## config.mk

```make
export PLATFORM = sky130hd
export DESIGN_NAME = span_fill_engine
export DESIGN_NICKNAME = d
export VERILOG_FILES = /design/src/rtl/span_fill_pkg.sv /design/src/rtl/fb_addr_calc.sv /design/src/rtl/span_fill_engine.sv
export SDC_FILE = /design/constraint.sdc
export NUM_CORES = 1
export LEC_CHECK = 0
export ABC_CLOCK_PERIOD_IN_PS = 3300
export CORE_ASPECT_RATIO = 1.4
export CORE_MARGIN = 1.5
export CORE_UTILIZATION = 50
export CTS_CLUSTER_SIZE = 8
export DETAILED_ROUTE_END_ITERATION = 7
export PLACE_DENSITY = 0.76
export REMOVE_ABC_BUFFERS = 1
export SLEW_MARGIN = 25
export SYNTH_ARGS = -nofsm -noshare
export SYNTH_HDL_FRONTEND = slang
export SYNTH_SLANG_ARGS = --single-unit
```

## constraint.sdc

```tcl
create_clock -name clk -period 3.3 [get_ports clk]
set_input_delay 0.66 -clock clk [delete_from_list [all_inputs] [get_ports clk]]
set_output_delay 0.66 -clock clk [all_outputs]
set_load 0.02 [all_outputs]
```

## src/rtl/span_fill_pkg.sv

```systemverilog
// Shared definitions for the span fill engine: FSM states, the layout of
// the packed span command word, wdone status bit positions and default
// frame geometry.
package span_fill_pkg;

  // Engine sequencing states
  typedef enum logic [1:0] {
    ST_IDLE  = 2'd0,
    ST_CALC  = 2'd1,
    ST_WRITE = 2'd2,
    ST_DONE  = 2'd3
  } span_state_e;

  // Span command word field positions
  localparam int CMD_X_LSB   = 0;
  localparam int CMD_X_W     = 10;
  localparam int CMD_Y_LSB   = 10;
  localparam int CMD_Y_W     = 9;
  localparam int CMD_LEN_LSB = 19;
  localparam int CMD_LEN_W   = 8;
  localparam int CMD_COL_LSB = 27;
  localparam int CMD_COL_W   = 5;

  // Status bits reported back to the Nios
  localparam int WDONE_DONE_BIT = 0;
  localparam int WDONE_CLIP_BIT = 1;
  localparam int WDONE_REJ_BIT  = 2;

  // Default frame geometry and frame-buffer address width
  localparam int H_RES_DEFAULT  = 640;
  localparam int V_RES_DEFAULT  = 480;
  localparam int ADDR_W_DEFAULT = 20;

  // Pixel counter width: a span holds at most 256 pixels
  localparam int SPAN_CNT_W = 9;

  // Builds the wdone status byte from its individual flags
  function automatic logic [7:0] pack_status(input logic done,
                                             input logic clipped,
                                             input logic rejected);
    logic [7:0] status;
    status = 8'h00;
    status[WDONE_DONE_BIT] = done;
    status[WDONE_CLIP_BIT] = clipped;
    status[WDONE_REJ_BIT]  = rejected;
    return status;
  endfunction

endpackage

```

## src/rtl/fb_addr_calc.sv

```systemverilog
// Span set-up stage: from the latched x, y and length it registers the row
// base address, the number of pixels that actually fit on the row, and the
// clipped / rejected flags. Kept separate so the row-multiply strategy can
// follow the horizontal resolution without touching the sequencing logic.
module fb_addr_calc
  import span_fill_pkg::*;
#(
  parameter int H_RES  = H_RES_DEFAULT,
  parameter int V_RES  = V_RES_DEFAULT,
  parameter int BASE_W = ADDR_W_DEFAULT - 1
) (
  input  logic                  clk,
  input  logic                  reset,
  input  logic                  load_i,
  input  logic [CMD_X_W-1:0]    x_i,
  input  logic [CMD_Y_W-1:0]    y_i,
  input  logic [CMD_LEN_W-1:0]  len_m1_i,
  output logic [BASE_W-1:0]     base_o,
  output logic [SPAN_CNT_W-1:0] eff_len_o,
  output logic                  clipped_o,
  output logic                  rejected_o
);

  localparam logic [10:0] H_LIM = 11'(H_RES);
  localparam logic [9:0]  V_LIM = 10'(V_RES);

  logic [BASE_W-1:0]     base_d, base_q;
  logic [SPAN_CNT_W-1:0] eff_len_d, eff_len_q;
  logic                  clipped_d, clipped_q;
  logic                  rejected_d, rejected_q;
  logic [10:0]           len_full;
  logic [10:0]           room;

  // A 640-pixel row is 512 + 128, so two shifted adds replace the multiplier;
  // any other width falls back to a plain multiply.
  generate
    if (H_RES == 640) begin : g_shift_add
      assign base_d = (BASE_W'(y_i) << 9) + (BASE_W'(y_i) << 7) + BASE_W'(x_i);
    end else begin : g_mult
      assign base_d = (BASE_W'(y_i) * BASE_W'(H_RES)) + BASE_W'(x_i);
    end
  endgenerate

  // Off-screen start points are rejected; otherwise trim the span to the row end
  always_comb begin
    rejected_d = ({1'b0, x_i} >= H_LIM) || ({1'b0, y_i} >= V_LIM);
    len_full   = 11'(len_m1_i) + 11'd1;
    room       = H_LIM - {1'b0, x_i};
    clipped_d  = 1'b0;
    eff_len_d  = len_full[SPAN_CNT_W-1:0];
    if (rejected_d) begin
      eff_len_d = '0;
    end else if (room < len_full) begin
      clipped_d = 1'b1;
      eff_len_d = room[SPAN_CNT_W-1:0];
    end
  end

  // Capture the set-up results once per span, on the engine's request
  always_ff @(posedge clk or posedge reset) begin
    if (reset) begin
      base_q     <= '0;
      eff_len_q  <= '0;
      clipped_q  <= 1'b0;
      rejected_q <= 1'b0;
    end else if (load_i) begin
      base_q     <= base_d;
      eff_len_q  <= eff_len_d;
      clipped_q  <= clipped_d;
      rejected_q <= rejected_d;
    end
  end

  assign base_o     = base_q;
  assign eff_len_o  = eff_len_q;
  assign clipped_o  = clipped_q;
  assign rejected_o = rejected_q;

endmodule

```

## src/rtl/span_fill_engine.sv

```systemverilog
// Horizontal span filler between the Nios PIO exports and a frame-buffer
// write port. Software packs x, y, length and colour into one word and raises
// a request level; the engine writes one pixel per accepted cycle and reports
// done / clipped / rejected through wdone until the request level drops.
module span_fill_engine
  import span_fill_pkg::*;
#(
  parameter int H_RES  = H_RES_DEFAULT,
  parameter int V_RES  = V_RES_DEFAULT,
  parameter int ADDR_W = ADDR_W_DEFAULT
) (
  input  logic              clk,
  input  logic              reset,
  input  logic [31:0]       data_request,
  input  logic [7:0]        write_switch,
  input  logic              buffer_sel,
  input  logic              fb_ready,
  output logic [ADDR_W-1:0] fb_addr,
  output logic [7:0]        fb_wdata,
  output logic              fb_we,
  output logic [7:0]        wdone
);

  localparam int BASE_W = ADDR_W - 1;

  span_state_e           state_q;
  logic [31:0]           cmd_q;
  logic                  sel_q;
  logic                  calc_wait_q;
  logic [SPAN_CNT_W-1:0] i_q;
  logic                  fb_we_q;
  logic [ADDR_W-1:0]     fb_addr_q;
  logic [7:0]            fb_wdata_q;
  logic [7:0]            wdone_q;

  logic [BASE_W-1:0]     base;
  logic [SPAN_CNT_W-1:0] eff_len;
  logic                  clipped;
  logic                  rejected;
  logic                  calc_load;

  logic                  req;
  logic                  accept;
  logic                  last_beat;
  logic [BASE_W-1:0]     next_off_d;
  logic [7:0]            status_d;
  logic                  unused_ok;

  // Only bit 0 of the switch export carries the request level
  assign req       = write_switch[0];
  assign unused_ok = &{1'b0, write_switch[7:1]};

  // The set-up stage loads on the first CALC cycle; results are used on the next
  assign calc_load = (state_q == ST_CALC) && calc_wait_q;

  fb_addr_calc #(
    .H_RES  (H_RES),
    .V_RES  (V_RES),
    .BASE_W (BASE_W)
  ) u_addr_calc (
    .clk        (clk),
    .reset      (reset),
    .load_i     (calc_load),
    .x_i        (cmd_q[CMD_X_LSB +: CMD_X_W]),
    .y_i        (cmd_q[CMD_Y_LSB +: CMD_Y_W]),
    .len_m1_i   (cmd_q[CMD_LEN_LSB +: CMD_LEN_W]),
    .base_o     (base),
    .eff_len_o  (eff_len),
    .clipped_o  (clipped),
    .rejected_o (rejected)
  );

  // Handshake decode, the address of the following pixel and the final status
  always_comb begin
    accept     = fb_we_q & fb_ready;
    last_beat  = (i_q + 1'b1) == eff_len;
    next_off_d = base + BASE_W'(i_q) + BASE_W'(1);
    status_d   = pack_status(1'b1, clipped, rejected);
  end

  // Span sequencer with registered frame-buffer and status outputs
  always_ff @(posedge clk or posedge reset) begin
    if (reset) begin
      state_q     <= ST_IDLE;
      cmd_q       <= '0;
      sel_q       <= 1'b0;
      calc_wait_q <= 1'b0;
      i_q         <= '0;
      fb_we_q     <= 1'b0;
      fb_addr_q   <= '0;
      fb_wdata_q  <= '0;
      wdone_q     <= '0;
    end else begin
      unique case (state_q)
        ST_IDLE: begin
          fb_we_q <= 1'b0;
          if (req) begin
            cmd_q       <= data_request;
            sel_q       <= buffer_sel;
            calc_wait_q <= 1'b1;
            state_q     <= ST_CALC;
          end
        end

        ST_CALC: begin
          if (!req) begin
            calc_wait_q <= 1'b0;
            state_q     <= ST_IDLE;
          end else if (calc_wait_q) begin
            calc_wait_q <= 1'b0;
          end else if (rejected) begin
            wdone_q <= status_d;
            state_q <= ST_DONE;
          end else begin
            fb_we_q    <= 1'b1;
            fb_addr_q  <= {sel_q, base};
            fb_wdata_q <= {3'b000, cmd_q[CMD_COL_LSB +: CMD_COL_W]};
            i_q        <= '0;
            state_q    <= ST_WRITE;
          end
        end

        ST_WRITE: begin
          if (!req) begin
            fb_we_q <= 1'b0;
            state_q <= ST_IDLE;
          end else if (accept) begin
            if (last_beat) begin
              fb_we_q <= 1'b0;
              wdone_q <= status_d;
              state_q <= ST_DONE;
            end else begin
              i_q       <= i_q + 1'b1;
              fb_addr_q <= {sel_q, next_off_d};
            end
          end
        end

        ST_DONE: begin
          if (!req) begin
            wdone_q <= '0;
            state_q <= ST_IDLE;
          end
        end

        default: begin
          fb_we_q <= 1'b0;
          state_q <= ST_IDLE;
        end
      endcase
    end
  end

  assign fb_we    = fb_we_q;
  assign fb_addr  = fb_addr_q;
  assign fb_wdata = fb_wdata_q;
  assign wdone    = wdone_q;

endmodule

```

==> results of run 1 <==
critical path, delay by kind of cell, from the launching register on:
| kind | cells | cell delay [ps] |
|---|---|---|
| xor+xnor | 1 | 220 |
| flops | 1 | 390 |
| simple gates | 5 | 1510 |
| compound gates | 3 | 550 |
| fa+ha+maj | 1 | 230 |
| buf+inv | 2 | 310 |
cells in the mapped netlist, types with 10 or more instances:
master / n
clkbuf_1: 17
a21oi_1: 24
nand2_1: 61
inv_1: 29
mux2_2: 51
nor3_1: 10
ha_1: 37
nor2_1: 29
xor2_1: 17
mux2_4: 10
o21ai_0: 44
nand3_1: 18
dfrtp_1: 104
xnor2_1: 23
routing by layer:
layer	up-vias	wire length (um)	share of wire, %	GRT usage, %
li1	2316	-	-	-
met1	2295	5320	42	24.43
met2	90	6792	54	35.86
met3	17	366	2.9	2.588
met4	0	191	1.5	6.361
met5	-	0	0	0
area by class of cell:
type | instances | area [um2] | share of cell area, %
Multi-Input combinational cell | 454 | 3441 | 45.82
Clock buffer | 9 | 225.2 | 2.999
Tap cell | 150 | 187.7 | 2.499
Timing Repair Buffer | 90 | 869.6 | 11.58
Sequential cell | 104 | 2603 | 34.66
Inverter | 29 | 111.4 | 1.483
Clock inverter | 7 | 72.57 | 0.9663
power by group:
group / leakage (nW) / switching [mW] / internal, mW / total (mW)
Combinational: 1.82 / 1.67 / 1.77 / 3.45
Sequential: 1.28 / 0.516 / 1.78 / 2.30
Clock: 0.143 / 0.522 / 0.536 / 1.06
Total: 3.24 / 2.71 / 4.09 / 6.81
registers in the layout, indices dropped and copies added, names as in the netlist:
register and cells:
i_q 9, fb_wdata 5, u_addr_calc.rejected_o 1, wdone 3, u_addr_calc.clipped_o 1, fb_addr 20, state_q 2, u_addr_calc.base_o 19
calc_wait_q 1, sel_q 1, u_addr_calc.eff_len_o 9, cmd_q 32, fb_we 1
stage by stage:
stage	worst slack, ps	hold WS (ps)	area (um2)	setup TNS, ps
detailed placement	-138.9	492.7	7087	-414.2
global placement	-17.48	483.8	7087	-17.48
CTS	1.028	511.3	7391	0
finish	-25.84	504.8	7510	-25.84
global route	-141.8	525.7	7510	-1025
floorplan	-164.2	443.5	6068	-9752
final timing paths:
check / from / cells past startpoint / end / slack (ps)
max: cmd_q[3] / 12 / u_addr_calc.eff_len_o[7] / -30
min: cmd_q[30] / 1 / cmd_q[30] / 500
max reg2reg: cmd_q[3] / 12 / u_addr_calc.eff_len_o[7] / -30
min reg2reg: cmd_q[30] / 1 / cmd_q[30] / 500
max in group asynchronous: reset / 3 / i_q[3] / 1940
min in group asynchronous: reset / 2 / cmd_q[15] / 670
cell families (layout without fill, tap and decap cells):
group / after synthesis / count (layout)
xor gates and xnor gates: 40 / 40
other: 1 / 8
muxes: 69 / 69
buffers and inverters: 61 / 135
DFF: 104 / 104
adders and majority gates: 40 / 40
AOI/OAI and AO/OA: 121 / 121
and+or+nand+nor: 176 / 176
timing repair:
item                                    4_1_cts  5_1_grt
setup buffers                                 0        4
resized for setup                             2       22
gates cloned                                  0        0
pin swaps                                     0       17
endpoints found under the setup margin        7       10
==> flow_summary.json, run 1 <==
{
  "fp.dieW_um": 97.17,
  "overflow": 0,
  "fin_worst_skew_ps": 9.273,
  "synth-simple-area-share_pct": 14.05,
  "ys_types": 63,
  "report.power.total_mw": 6.805,
  "cellLeakagePower_nw": 3.237,
  "cp.required_ps": 3530,
  "synth_largest_area_cell": "dfrtp_1",
  "cap_viol_max_count": 0,
  "slew_violations": 0,
  "ys_seq_area_share_pct": 41.93,
  "hpwlAfterDp_um": 9662,
  "setup_viol": 1,
  "critPathKind": "flop to flop",
  "fmaxAchievable_mhz": 300.7,
  "area_delta_synth_final_pct": 20.98,
  "synth_xor_area_share_pct": 5.644,
  "cts_buffers": 9,
  "ir_drop_mv": 0.5194,
  "violations": "setup timing",
  "clk_pin_slew_worst_paths_ps": 80,
  "h-tree-depth": 3,
  "slowest_delay_ps": 570,
  "fill_cells": 996,
  "synth_area_leaders": "dfrtp_1, mux2_2, ha_1, nand2_1, o21ai_0",
  "routed_wl_um": 12670,
  "layout.nets": 772,
  "ys.flop_type": "dfrtp_1",
  "slowest_stage": "or4_4",
  "cp_common_cell": "or4_4",
  "cts.sinks": 104,
  "dr_total_vias": 4718,
  "initial_core_util_pct": 50.91,
  "grt_pass1_wl_um": 21420,
  "hold_buffers": 0,
  "final_common_cell": "dfrtp_1",
  "grt_use_total_pct": 19.80,
  "drtAntennaViolNets": 0,
  "hold_violations": 0,
  "drive_gt1_share_pct": 18.18,
  "yosys_register_bits": 104,
  "synth.avg_cell_area_um2": 10.14,
  "clockBufferDepth": 2,
  "wl_per_cell_um": 15.03,
  "grt_pass1_vias": 4645,
  "grt_start_max_net_pins": 46,
  "cts_tree": "yes",
  "num_rows": 48,
  "setup_slack_ps": -25.84,
  "fin_crit_sh_pct": 100.8,
  "run_status": "finished, violations left",
  "start_kind": "flop",
  "antenna_found_initial": 0,
  "viasPerCell": 5.597,
  "syn_inst": 612,
  "critPathMaxFanout": 7,
  "worst_ep_arrival_time_ps": 3560,
  "yosys.area.top_type_share_pct": 41.93,
  "stdcell_count": 843,
  "synth_area_um2": 6207,
  "portBuffers": 65,
  "yosys_warnings": 0,
  "synth_top_family_by_area": "simple AND/OR/NAND/NOR gates",
  "antennaDiodeCount": 0,
  "layout_min_cycle_time_ps": 3326,
  "dp_cells": 823,
  "rsz0062_at_grt": "yes",
  "top_level_ports": 81,
  "mostFrequentLayoutCells": "dfrtp_1, clkdlybuf4s50_1, nand2_1",
  "power_density_nw_per_um2": 906.2,
  "muxShareOfSynthArea_pct": 12.96,
  "endpoint_kind": "flop",
  "clock_latency_ps": 350,
  "hp-class": "flop to flop",
  "drtIter0Drc": 237,
  "gp_congestion": 0.8551,
  "synth_edf_count": 0,
  "post-route-util_pct": 61.60,
  "die_y_um": 134.8,
  "clock_tree.root_cell": "clkbuf_16",
  "drt_pre_antenna_iters": 4,
  "ys_async_sr_fraction_pct": 100.0,
  "drc": 0,
  "coreArea_um2": 12190,
  "worstPathCellList": "or4_4 > or4_4 > xnor2_4 > ha_4 > nand3_1 > o22ai_2 > a2111oi_2 > nand3_2 > buf_8 > buf_6 > nor2_2 > o31ai_2",
  "synth_compound_area_share_pct": 12.52,
  "synth_adder_area_share_pct": 8.426,
  "dieArea_um2": 13100
}
Power figures use the tool's default switching activity.
==> run 2: changes to the inputs <==
Settings changed: CORE_MARGIN 1.5 to 10.
==> run 2 against run 1 <==
Effect of this change:
- the run still ends with setup timing left
- combinational power grew 1%
- final cell count is the same
- clock skew grew 1.3 ps
- total power grew 0.41%
- worst hold slack gained 1.7 ps
- sequential share of layout area is essentially flat
- setup slack lost 24 ps
- cell area is essentially flat
- critical endpoint is now u_addr_calc.eff_len_o[3]
- largest cell class unchanged
==> flow_summary.json, run 2 (same netlist as run 1, synthesis figures left out) <==
{
  "clk_pin_slew_worst_paths_ps": 80,
  "final_common_cell": "dfrtp_1",
  "fill_cells": 1017,
  "dieArea_um2": 17330,
  "fmaxAchievable_mhz": 298.6,
  "antenna_found_initial": 0,
  "endpoint_kind": "flop",
  "setup_slack_ps": -49.38,
  "cts_tree": "yes",
  "layout_min_cycle_time_ps": 3349,
  "start_kind": "flop",
  "grt_pass1_vias": 4801,
  "min_from": "fb_addr[11]",
  "fin_worst_skew_ps": 10.60,
  "layout.nets": 772,
  "grt_start_max_net_pins": 61,
  "area_delta_synth_final_pct": 20.86,
  "portBuffers": 65,
  "run_status": "finished, violations left",
  "drtAntennaViolNets": 0,
  "rsz0062_at_grt": "yes",
  "r2r_start": "cmd_q[3]",
  "holdWs_ps": 506.5,
  "cap_viol_max_count": 0,
  "seq_area_um2": 2603,
  "clockBufferDepth": 2,
  "fp.dieW_um": 114.2,
  "critPathMaxFanout": 8,
  "grt_pass1_wl_um": 23030,
  "reg2reg_slack_ps": -50,
  "worst_ep_arrival_time_ps": 3570,
  "slew_headroom_pct": 62.33,
  "setup_viol": 2,
  "wl_per_cell_um": 16.30,
  "hpwlAfterDp_um": 10600,
  "holdPathEnd": "fb_addr[11]",
  "clock_latency_ps": 350,
  "cts.sinks": 104,
  "mostFrequentLayoutCells": "dfrtp_1, clkdlybuf4s50_1, nand2_1",
  "die_y_um": 151.8,
  "viasPerCell": 5.597,
  "top_level_ports": 81,
  "routed_wl_um": 13750,
  "num_rows": 48,
  "clock_tree.root_cell": "clkbuf_16",
  "slew_violations": 0,
  "fin_crit_sh_pct": 101.5,
  "overflow": 0,
  "drc": 0,
  "worstRegToRegCells": 12,
  "top_register": "cmd_q",
  "drive_gt1_share_pct": 17.89,
  "gp_congestion": 0.8305,
  "report.power.total_mw": 6.833,
  "critPathKind": "flop to flop",
  "initial_core_util_pct": 50.66,
  "drt_pre_antenna_iters": 5,
  "h-tree-depth": 3,
  "grt_use_total_pct": 15.79,
  "min_path_cells": 1,
  "cellLeakagePower_nw": 3.237,
  "cp.required_ps": 3520,
  "tightest_slew_ps": 565.1,
  "drtIter0Drc": 213,
  "power_density_nw_per_um2": 910.9,
  "multi_input_area_um2": 3447,
  "coreArea_um2": 12250,
  "largest_reg_flops": 32,
  "ir_drop_mv": 0.4293,
  "r2r-end": "u_addr_calc.eff_len_o[3]",
  "violations": "setup timing",
  "hold_violations": 0,
  "cts_buffers": 9,
  "hp-class": "flop to flop",
  "antennaDiodeCount": 0,
  "dr_total_vias": 4718
}
-- run 2: report_power, final --
group          internal (mW)  leakage, nW  total (mW)  switching (mW)
clock network          0.528        0.144        1.04           0.508
registers               1.78         1.28        2.31           0.522
logic                   1.78         1.82        3.49            1.71
total                   4.09         3.24        6.83            2.74
-- run 2: worst max-delay path by stage --
stage | start | to | slack (ps) | depth (start not counted)
floorplan | cmd_q[0] | u_addr_calc.eff_len_o[8] | -160 | 10
global placement | cmd_q[0] | u_addr_calc.eff_len_o[8] | -30 | 10
detailed placement | cmd_q[0] | u_addr_calc.eff_len_o[8] | -140 | 10
CTS | cmd_q[0] | u_addr_calc.eff_len_o[8] | 60 | 10
global route | cmd_q[3] | u_addr_calc.eff_len_o[3] | -150 | 12
finish | cmd_q[3] | u_addr_calc.eff_len_o[3] | -50 | 12
-- run 2: critical path, cell delays in order, from the launching register on --
cell and delay (ps):
dfrtp_1 390, or4_4 570, or4_4 580, xnor2_4 220, ha_4 230, a21oi_2 130
o22ai_2 100, a2111oi_4 340, nand3_2 150, buf_8 170, buf_6 130, nand3b_1 100
o211ai_1 110
-- run 2: area by class of cell --
class	count	share of cell area, %
multi-input cells	454	45.95
flip-flops and latches	104	34.69
clock buffers	9	3.002
well taps	150	2.502
repair buffers	90	11.54
clock inverters	7	0.8339
inverters	29	1.484
-- run 2: per-stage QoR --
step                area [um2]  utilization (%)  setup TNS (ps)  worst slack, ps  cells
finish                    7502            61.23          -77.78           -49.38    843
global placement          7079            57.78          -30.24           -27.69    822
floorplan                 6068                -           -9752           -164.2    587
global route              7502            61.23          -529.5           -151.6    843
CTS                       7385            60.27               0            61.60    838
detailed placement        7079            57.78          -469.2           -143.6    822
-- run 2: what timing repair did --
action	CTS	global route
gates resized for setup	4	18
buffers inserted	0	5
pin swaps	0	16
setup endpoints to repair	9	9
hold buffers	0	0
-- run 2: layer usage --
| metal | wire length [um] | share of wire (%) | up-vias | global-route usage [%] |
|---|---|---|---|---|
| li1 | - | - | 2317 | - |
| met1 | 5598 | 41 | 2288 | 18.56 |
| met2 | 7444 | 54 | 99 | 28.36 |
| met3 | 526 | 3.8 | 14 | 2.364 |
| met4 | 176 | 1.3 | 0 | 4.847 |
| met5 | 0 | 0 | - | 0 |
